===== src/rtl/alu_ctrl_seq.sv =====
// EX-stage ALU control decode plus iterative mul/div sequencer.
// Define ALU_CTRL_DIV_EN to decode and sequence div (otherwise illegal).
module alu_ctrl_seq #(
  parameter int ALUOP_W    = 3,
  parameter int FUNCT_W    = 6,
  parameter int CTRL_W     = 4,
  parameter int MUL_CYCLES = 4,
  parameter int DIV_CYCLES = 32
) (
  input  logic               clk_i,
  input  logic               rst_i,
  input  logic               valid_i,
  input  logic [ALUOP_W-1:0] ALUOp_i,
  input  logic [FUNCT_W-1:0] funct_i,
  output logic [CTRL_W-1:0]  ALUCtrl_o,
  output logic               illegal_o,
  output logic [1:0]         hilo_sel_o,
  output logic               md_start_o,
  output logic               md_op_o,
  output logic               stall_o,
  output logic               hilo_we_o
);

`ifdef ALU_CTRL_DIV_EN
  localparam int MAX_N =
    (MUL_CYCLES > DIV_CYCLES) ? MUL_CYCLES : DIV_CYCLES;
`else
  localparam int MAX_N = MUL_CYCLES;
`endif
  localparam int CNT_W = (MAX_N > 1) ? $clog2(MAX_N) : 1;
  localparam logic [CNT_W-1:0] MUL_LD = CNT_W'(MUL_CYCLES - 1);
`ifdef ALU_CTRL_DIV_EN
  localparam logic [CNT_W-1:0] DIV_LD = CNT_W'(DIV_CYCLES - 1);
`endif

  typedef enum logic [1:0] {
    S_IDLE,
    S_BUSY,
    S_DONE
  } state_t;

  state_t           state;
  logic [CNT_W-1:0] cnt;
  logic [CNT_W-1:0] ld_val;
  logic [3:0]       ctrl;
  logic             bad;
  logic             is_mul;
  logic             is_div;
  logic [1:0]       sel;
  logic             md_req;
  logic             accept;

  always_comb begin
    ctrl   = 4'b1111;
    bad    = 1'b0;
    is_mul = 1'b0;
    is_div = 1'b0;
    sel    = 2'b00;
    case (ALUOp_i)
      ALUOP_W'(3'b000): ctrl = 4'b0010;
      ALUOP_W'(3'b001): ctrl = 4'b0110;
      ALUOP_W'(3'b011): ctrl = 4'b0000;
      ALUOP_W'(3'b100): ctrl = 4'b0001;
      ALUOP_W'(3'b101): ctrl = 4'b0111;
      ALUOP_W'(3'b110): ctrl = 4'b1010;
      ALUOP_W'(3'b010): begin
        case (funct_i)
          FUNCT_W'(6'b100000): ctrl = 4'b0010;
          FUNCT_W'(6'b100010): ctrl = 4'b0110;
          FUNCT_W'(6'b100100): ctrl = 4'b0000;
          FUNCT_W'(6'b100101): ctrl = 4'b0001;
          FUNCT_W'(6'b100111): ctrl = 4'b1100;
          FUNCT_W'(6'b101010): ctrl = 4'b0111;
          FUNCT_W'(6'b000000): ctrl = 4'b1000;
          FUNCT_W'(6'b000010): ctrl = 4'b1001;
          FUNCT_W'(6'b011000): is_mul = 1'b1;
`ifdef ALU_CTRL_DIV_EN
          FUNCT_W'(6'b011010): is_div = 1'b1;
`else
          FUNCT_W'(6'b011010): bad = 1'b1;
`endif
          FUNCT_W'(6'b010000): sel = 2'b01;
          FUNCT_W'(6'b010010): sel = 2'b10;
          default:             bad = 1'b1;
        endcase
      end
      default: bad = 1'b1;
    endcase
  end

  assign ALUCtrl_o  = CTRL_W'(ctrl);
  assign illegal_o  = valid_i & bad;
  assign hilo_sel_o = sel;

  assign md_req = valid_i & (is_mul | is_div);
  // rst_i gating keeps the launch pulse quiet while reset is held
  assign accept = md_req & (state != S_BUSY) & ~rst_i;

  assign md_start_o = accept;
  assign stall_o    = accept | (state == S_BUSY);
  assign hilo_we_o  = (state == S_DONE);

`ifdef ALU_CTRL_DIV_EN
  assign ld_val = is_div ? DIV_LD : MUL_LD;
  logic md_op_q;
  assign md_op_o = md_op_q;
`else
  assign ld_val  = MUL_LD;
  assign md_op_o = 1'b0;
`endif

  always_ff @(posedge clk_i or posedge rst_i) begin
    if (rst_i) begin
      state <= S_IDLE;
      cnt   <= '0;
`ifdef ALU_CTRL_DIV_EN
      md_op_q <= 1'b0;
`endif
    end else begin
      case (state)
        S_IDLE, S_DONE: begin
          if (md_req) begin
            state <= S_BUSY;
            cnt   <= ld_val;
`ifdef ALU_CTRL_DIV_EN
            md_op_q <= is_div;
`endif
          end else begin
            state <= S_IDLE;
          end
        end
        S_BUSY: begin
          if (cnt == '0) state <= S_DONE;
          else           cnt   <= cnt - 1'b1;
        end
        default: state <= S_IDLE;
      endcase
    end
  end

endmodule


===== config.mk =====
export PLATFORM = sky130hd
export DESIGN_NAME = alu_ctrl_seq
export DESIGN_NICKNAME = d
export VERILOG_FILES = /design/src/rtl/alu_ctrl_seq.sv
export SDC_FILE = /design/constraint.sdc
export NUM_CORES = 1
export LEC_CHECK = 0
export ABC_AREA = 1
export CAP_MARGIN = 30
export CORE_MARGIN = 4
export CORE_UTILIZATION = 42
export DETAILED_ROUTE_END_ITERATION = 12
export PLACE_DENSITY = 0.78
export SYNTH_ARGS = -nofsm -noshare
export SYNTH_HDL_FRONTEND = slang
export SYNTH_SLANG_ARGS = --single-unit

===== constraint.sdc =====
create_clock -name clk_i -period 1.3 [get_ports clk_i]
set_input_delay 0.13 -clock clk_i [delete_from_list [all_inputs] [get_ports clk_i]]
set_output_delay 0.13 -clock clk_i [all_outputs]
set_load 0.01 [all_outputs]

==> results.py, run 1 <==
metrics = {
    "power": {
        "vdd_drop_max_mv": 0.470,
        "cellPowerDensity_nw_per_um2": 503,
        "power_leakage_nw": 0.509,
    },
    "grt": {
        "grt_pass1_vias": 666,
        "grt_first_pass_wirelength_mm": 2.48,
        "grt_use_total_pct": 16.3,
        "grt_max_degree": 6,
        "grt_overflow": 0,
        "antenna_found_initial": 0,
    },
    "critical_path": {
        "setup.worst_path.start": "funct_i[0]",
        "rr_startpoint": "state[0]$_DFFE_PP0P_",
        "reg2regPathDepth": 7,
        "cp_slowest_cell": "nor3_4",
        "critPathBufInv": 2,
        "critPathArrivalTime_ns": 1.09,
        "cpLargestDelayFamily": "simple AND/OR/NAND/NOR gates",
        "cp_cell_sequence": "buf_2, nor2_4, nand2_2, nor3_4, nand2_2, o21ai_2, buf_2",
        "slowest_delay_ns": 0.22,
        "cp-start-kind": "primary input",
        "crit_cells": 7,
        "rr_endpoint": "cnt[0]$_DFFE_PP0P_",
        "worstPathMaxFanout": 4,
        "critPathKind": "primary input to output pin",
        "critPathCaptureType": "output pin",
        "required_ns": 1.17,
        "r2r_slack_ns": 0.25,
    },
    "timing": {
        "skew_ns": 0.00611,
        "hold_viol": 0,
        "period_needed_ns": 1.22,
        "slew_violations": 0,
        "fmax_mhz": 818,
        "hold-worst-slack_ns": 0.197,
        "setup_violations": 0,
        "period_share_pct": 94.0,
    },
    "yosys": {
        "synth.largest_area_cell": "dfrtp_1",
        "syn_area_um2": 581,
        "syn-num-nets": 115,
        "ys_seq_area_share_pct": 17.2,
        "synth_compound_area_share_pct": 10.6,
        "synth_xor_area_share_pct": 0,
        "ys_warn_count": 0,
        "synth.area.top_cells": "dfrtp_1 (17%), nand2_1 (16%), nand3_1 (8.6%)",
        "yosys.area_share.simple_pct": 55.8,
        "ys_seq_elements": 4,
        "synth_cells": 102,
        "synth.mux.area_fraction_pct": 0,
        "yosys.area_share.adder_pct": 2.16,
        "synth.top_cell.area_share_pct": 17.2,
        "synth_cell_type_count": 22,
        "avgSynthCellArea_um2": 5.69,
        "synth_top_family_by_area": "simple AND/OR/NAND/NOR gates",
    },
    "routing": {
        "route.detailed.drc": 0,
        "vias_per_cell": 4.84,
        "wl_per_cell_um": 10.6,
        "num_vias": 760,
        "antenna_left": 0,
        "routed_wl_mm": 1.66,
        "first_pass_iters": 4,
        "drtIter0Drc": 8,
    },
    "floorplanning": {
        "dieArea_um2": 2040,
        "rows": 13,
        "core_area_um2": 1300,
        "die_w_um": 45.2,
        "start_util_pct": 44.6,
        "die_h_um": 45.2,
        "io_pins": 23,
    },
    "cells_and_area": {
        "fin_cells": 157,
        "finish.instance_area_um2": 933,
        "nets": 157,
        "fill_cells": 126,
        "final_util_pct": 71.7,
        "area_growth_syn_to_layout_pct": 60.8,
        "num_antenna_cells": 0,
        "drive_above_1_share_pct": 50.0,
    },
    "clocking": {
        "cts_max_level": 1,
        "clk_pin_slew_ns": 0.04,
        "cts_sinks": 4,
        "cts_tree": "done",
        "cts_buffer_depth": 2,
        "clk_latency_ns": 0.23,
        "cts_root_buffer": "clkbuf_4",
        "cts_buffers": 3,
    },
    "worst_hold_path": {
        "hold_class": "primary input to asynchronous set/reset pin",
    },
    "placement": {
        "hpwl_mm": 1.24,
        "placed_cell_area_um2": 907,
        "io_buffers": 21,
        "dpl.cell_count": 151,
        "place.gp.congestion": 0.868,
    },
    "job": {
        "max_cap_viol_count": 0,
    },
    "run_status": {
        "status": "finished clean",
    },
}
## timing repair
action / in CTS / in global routing
gates resized for setup: 67 / 24
cloned: 0 / 0
hold buffers: 0 / 0
pin swaps: 9 / 9
buffers inserted: 1 / 2
setup endpoints to repair: 10 / 9
## cells in the mapped netlist, drive strengths merged
master and number:
a21oi 4, buf 1, clkinv 1, conb 1, dfrtp 4, ha 1, inv 18, nand2 30
nand3 11, nor2 20, nor3 2, nor4 2, o211ai 1, o21ai 6
## state kept, by name, indices dropped and copies added (netlist names)
register and count:
cnt 2, state 2
## worst max path at each step
stage	end
global placement	illegal_o
floorplan	cnt[0]$_DFFE_PP0P_
CTS	ALUCtrl_o[0]
detailed placement	ALUCtrl_o[0]
global route	stall_o
finish	stall_o
## area by class of cell
| cell class | count | area [um^2] | area share, % |
|---|---|---|---|
| multi-input combinational | 78 | 460 | 49.3 |
| timing repair buffer | 38 | 260 | 27.9 |
| sequential | 4 | 100 | 10.7 |
| inverter | 19 | 71.3 | 7.64 |
| clock buffer | 3 | 22.5 | 2.41 |
| tap | 15 | 18.8 | 2.01 |
## layer usage
metal	track usage [%]	vias up	wire (um)
met4	0	0	16
li1	-	400	-
met3	5.98	2	111
met1	19.7	333	717
met5	0	-	0
met2	29.1	25	816
## per-stage QoR
step	total power, W	setup WS [ns]	setup TNS, ns
2_1_floorplan	0.000216	0.306	0
3_3_place_gp	0.000319	-0.690	-6.38
3_5_place_dp	0.000321	-0.706	-6.67
4_1_cts	0.000467	-0.000761	-0.000761
5_1_grt	0.000503	-0.0381	-0.0529
6_report	0.000469	0.0776	0
## report_power, final
group / leakage [nW] / switching, W / total, W / internal [W]
Sequential: 0.0555 / 0.00000216 / 0.000130 / 0.000128
Combinational: 0.440 / 0.000108 / 0.000188 / 0.0000808
Clock: 0.0138 / 0.0000473 / 0.000150 / 0.000103
## cell families after synthesis
| kind of cell | Yosys count |
|---|---|
| fa+ha+maj | 1 |
| simple gates | 65 |
| compound gates | 11 |
| flops | 4 |
| other cells | 1 |
| buf+inv | 20 |
## cell usage in the layout (no fill, tap or decap), types with 5 or more instances in the layout
cell type  synthesis  final
nand3_1           10      8
inv_1             12      8
nand2_2            6      5
buf_4              1     18
buf_2              0     11
nor2_1            13      9
nand2_1           24     23
inv_2              6     11
nor2_2             5      7
No activity file was read; power rests on OpenSTA's default activity.
==> run 2: changes to the inputs <==
==> constraint.sdc (replaced) <==
create_clock -name clk_i -period 1.25 [get_ports clk_i]
set_input_delay 0.125 -clock clk_i [delete_from_list [all_inputs] [get_ports clk_i]]
set_output_delay 0.125 -clock clk_i [all_outputs]
set_load 0.01 [all_outputs]
==> run 2 against run 1 <==
  * Via count up 1.2%
  * Die area unchanged
  * Sequential share of layout area down 0.72 points
  * Count of clock-buffer cells in the layout unchanged
  * Critical path type is now flip-flop to output pin
  * Largest cell class unchanged
  * Highest routed layer is now met3
==> results.py, run 2 (synthesis gave the netlist of run 1 again) <==
metrics = {
    "clocking": {
        "cts_tree": "done",
        "cts_sinks": 4,
        "cts_buffers": 3,
        "clk_latency_ns": 0.23,
        "cts_max_level": 1,
        "clk_pin_slew_ns": 0.04,
        "cts_hold_buf": 0,
        "cts_root_buffer": "clkbuf_4",
        "cts_buffer_depth": 2,
    },
    "cells_and_area": {
        "drive_above_1_share_pct": 56.9,
        "num_antenna_cells": 0,
        "nets": 159,
        "layout_commonest_cell": "nand2_1",
        "fill_cells": 117,
        "finish.instance_area_um2": 1000,
        "area_growth_syn_to_layout_pct": 72.4,
        "layout_common_cells": "nand2_1 (22), buf_4 (21), buf_2 (12), inv_2 (9)",
        "reg_top3": "cnt x2, state x2",
    },
    "grt": {
        "use_met2_pct": 26.8,
        "grt_max_degree": 6,
        "grt_pass1_vias": 653,
        "grt_first_pass_wirelength_mm": 2.46,
        "grt_overflow": 0,
        "grt_use_total_pct": 16.0,
        "use_met1_pct": 20.9,
        "gr-usage-met3_pct": 5.98,
        "grt_busiest_layer": "met2",
        "antenna_found_initial": 0,
    },
    "routing": {
        "routed_wl_mm": 1.78,
        "first_pass_iters": 4,
        "vias_per_cell": 4.84,
        "num_vias": 769,
        "antenna_left": 0,
        "drtIter0Drc": 13,
        "wl_per_cell_um": 11.2,
        "route.detailed.drc": 0,
    },
    "placement": {
        "hpwl_mm": 1.24,
        "placed_cell_area_um2": 907,
        "place.gp.congestion": 0.868,
        "io_buffers": 21,
    },
    "worst_hold_path": {
        "hold_class": "primary input to asynchronous set/reset pin",
    },
    "timing": {
        "hold_viol": 0,
        "hold-worst-slack_ns": 0.200,
        "slew_violations": 0,
        "setup_violations": 0,
        "period_needed_ns": 1.21,
        "skew_ns": 0.00699,
        "fmax_mhz": 825,
        "period_share_pct": 97.0,
    },
    "critical_path": {
        "critPathBufInv": 2,
        "cp_cell_sequence": "buf_4, nor2_1, clkdlybuf4s15_1",
        "required_ns": 1.12,
        "cpLargestDelayFamily": "flip-flops",
        "critPathCaptureType": "output pin",
        "critPathArrivalTime_ns": 1.09,
        "worstPathMaxFanout": 2,
        "cp-start-kind": "flip-flop",
        "critPathKind": "flip-flop to output pin",
        "slowest_delay_ns": 0.39,
        "cp_slowest_cell": "dfrtp_1",
    },
    "floorplanning": {
        "rows": 13,
        "start_util_pct": 44.6,
        "dieArea_um2": 2040,
        "core_area_um2": 1300,
        "die_w_um": 45.2,
        "io_pins": 23,
        "die_h_um": 45.2,
    },
    "power": {
        "p_int_w": 0.000329,
        "vdd_drop_max_mv": 0.500,
        "seq_power_share_pct": 26.8,
        "p_switching_w": 0.000176,
        "power_leakage_nw": 0.525,
        "cellPowerDensity_nw_per_um2": 505,
        "clockPowerShare_pct": 31.4,
        "combPwrFrac_pct": 41.8,
        "swShare_pct": 34.8,
    },
    "job": {
        "max_cap_viol_count": 0,
    },
    "run_status": {
        "status": "finished clean",
    },
}
run 2: cell count changes in the layout (fill, tap and decap cells not counted), moves of 2 or more:
cell | before | now
inv_2 | 11 | 9
nor2_4 | 4 | 6
inv_4 | 0 | 2
nor4_2 | 0 | 2
nor4_1 | 2 | 0
buf_4 | 18 | 21
clkbuf_2 | 3 | 1
dlygate4sd2_1 | 4 | 2
nor2_1 | 9 | 7
run 2: final timing paths:
kind | start | to | slack (ns) | cells past startpoint
min reg2reg | cnt[1]$_DFFE_PP0P_ | cnt[1]$_DFFE_PP0P_ | 0.52 | 2
min | rst_i | state[0]$_DFFE_PP0P_ | 0.20 | 2
min in group clk_i | ALUOp_i[0] | state[0]$_DFFE_PP0P_ | 0.52 | 7
max | state[0]$_DFFE_PP0P_ | hilo_we_o | 0.04 | 3
max in group asynchronous | rst_i | cnt[1]$_DFFE_PP0P_ | 0.89 | 2
max reg2reg | state[0]$_DFFE_PP0P_ | cnt[1]$_DFFE_PP0P_ | 0.18 | 6
run 2: per-stage QoR:
step / utilization, % / TNS (ns) / setup slack (ns) / instances / power [W]
floorplan: - / 0 / 0.256 / 102 / 0.000224
global placement: 69.7 / -6.88 / -0.730 / 151 / 0.000332
detailed placement: 69.7 / -7.17 / -0.746 / 151 / 0.000334
CTS: 70.7 / 0 / 0.00527 / 156 / 0.000489
global route: 76.9 / -0.0507 / -0.0250 / 159 / 0.000540
finish: 76.9 / 0 / 0.0374 / 159 / 0.000505
run 2: final cells by class:
cell class / instances / area (um^2) / area share, %
Timing Repair Buffer: 40 / 278 / 27.7
Clock buffer: 3 / 22.5 / 2.25
Inverter: 19 / 77.6 / 7.75
Tap cell: 15 / 18.8 / 1.88
Sequential cell: 4 / 100 / 10.0
Multi-Input combinational cell: 78 / 504 / 50.4
run 2: per-layer routing:
layer | share of wire (%) | vias to the layer above | routed length [um]
li1 | - | 404 | -
met1 | 43 | 336 | 768
met2 | 49 | 29 | 878
met3 | 7.3 | 0 | 129
met4 | 0 | 0 | 0
met5 | 0 | - | 0
run 2: power groups by stage:
stage                logic, W  registers [W]  clock network, W
detailed placement   0.000198       0.000137                 0
global placement     0.000195       0.000137                 0
global route         0.000233       0.000135          0.000171
CTS                  0.000190       0.000135          0.000163
finish               0.000211       0.000135          0.000159
floorplan           0.0000880       0.000136                 0
run 2: what timing repair did:
item	CTS	global route
setup endpoints to repair	12	9
buffers inserted	2	3
gates resized for setup	77	34
pin swaps	10	15
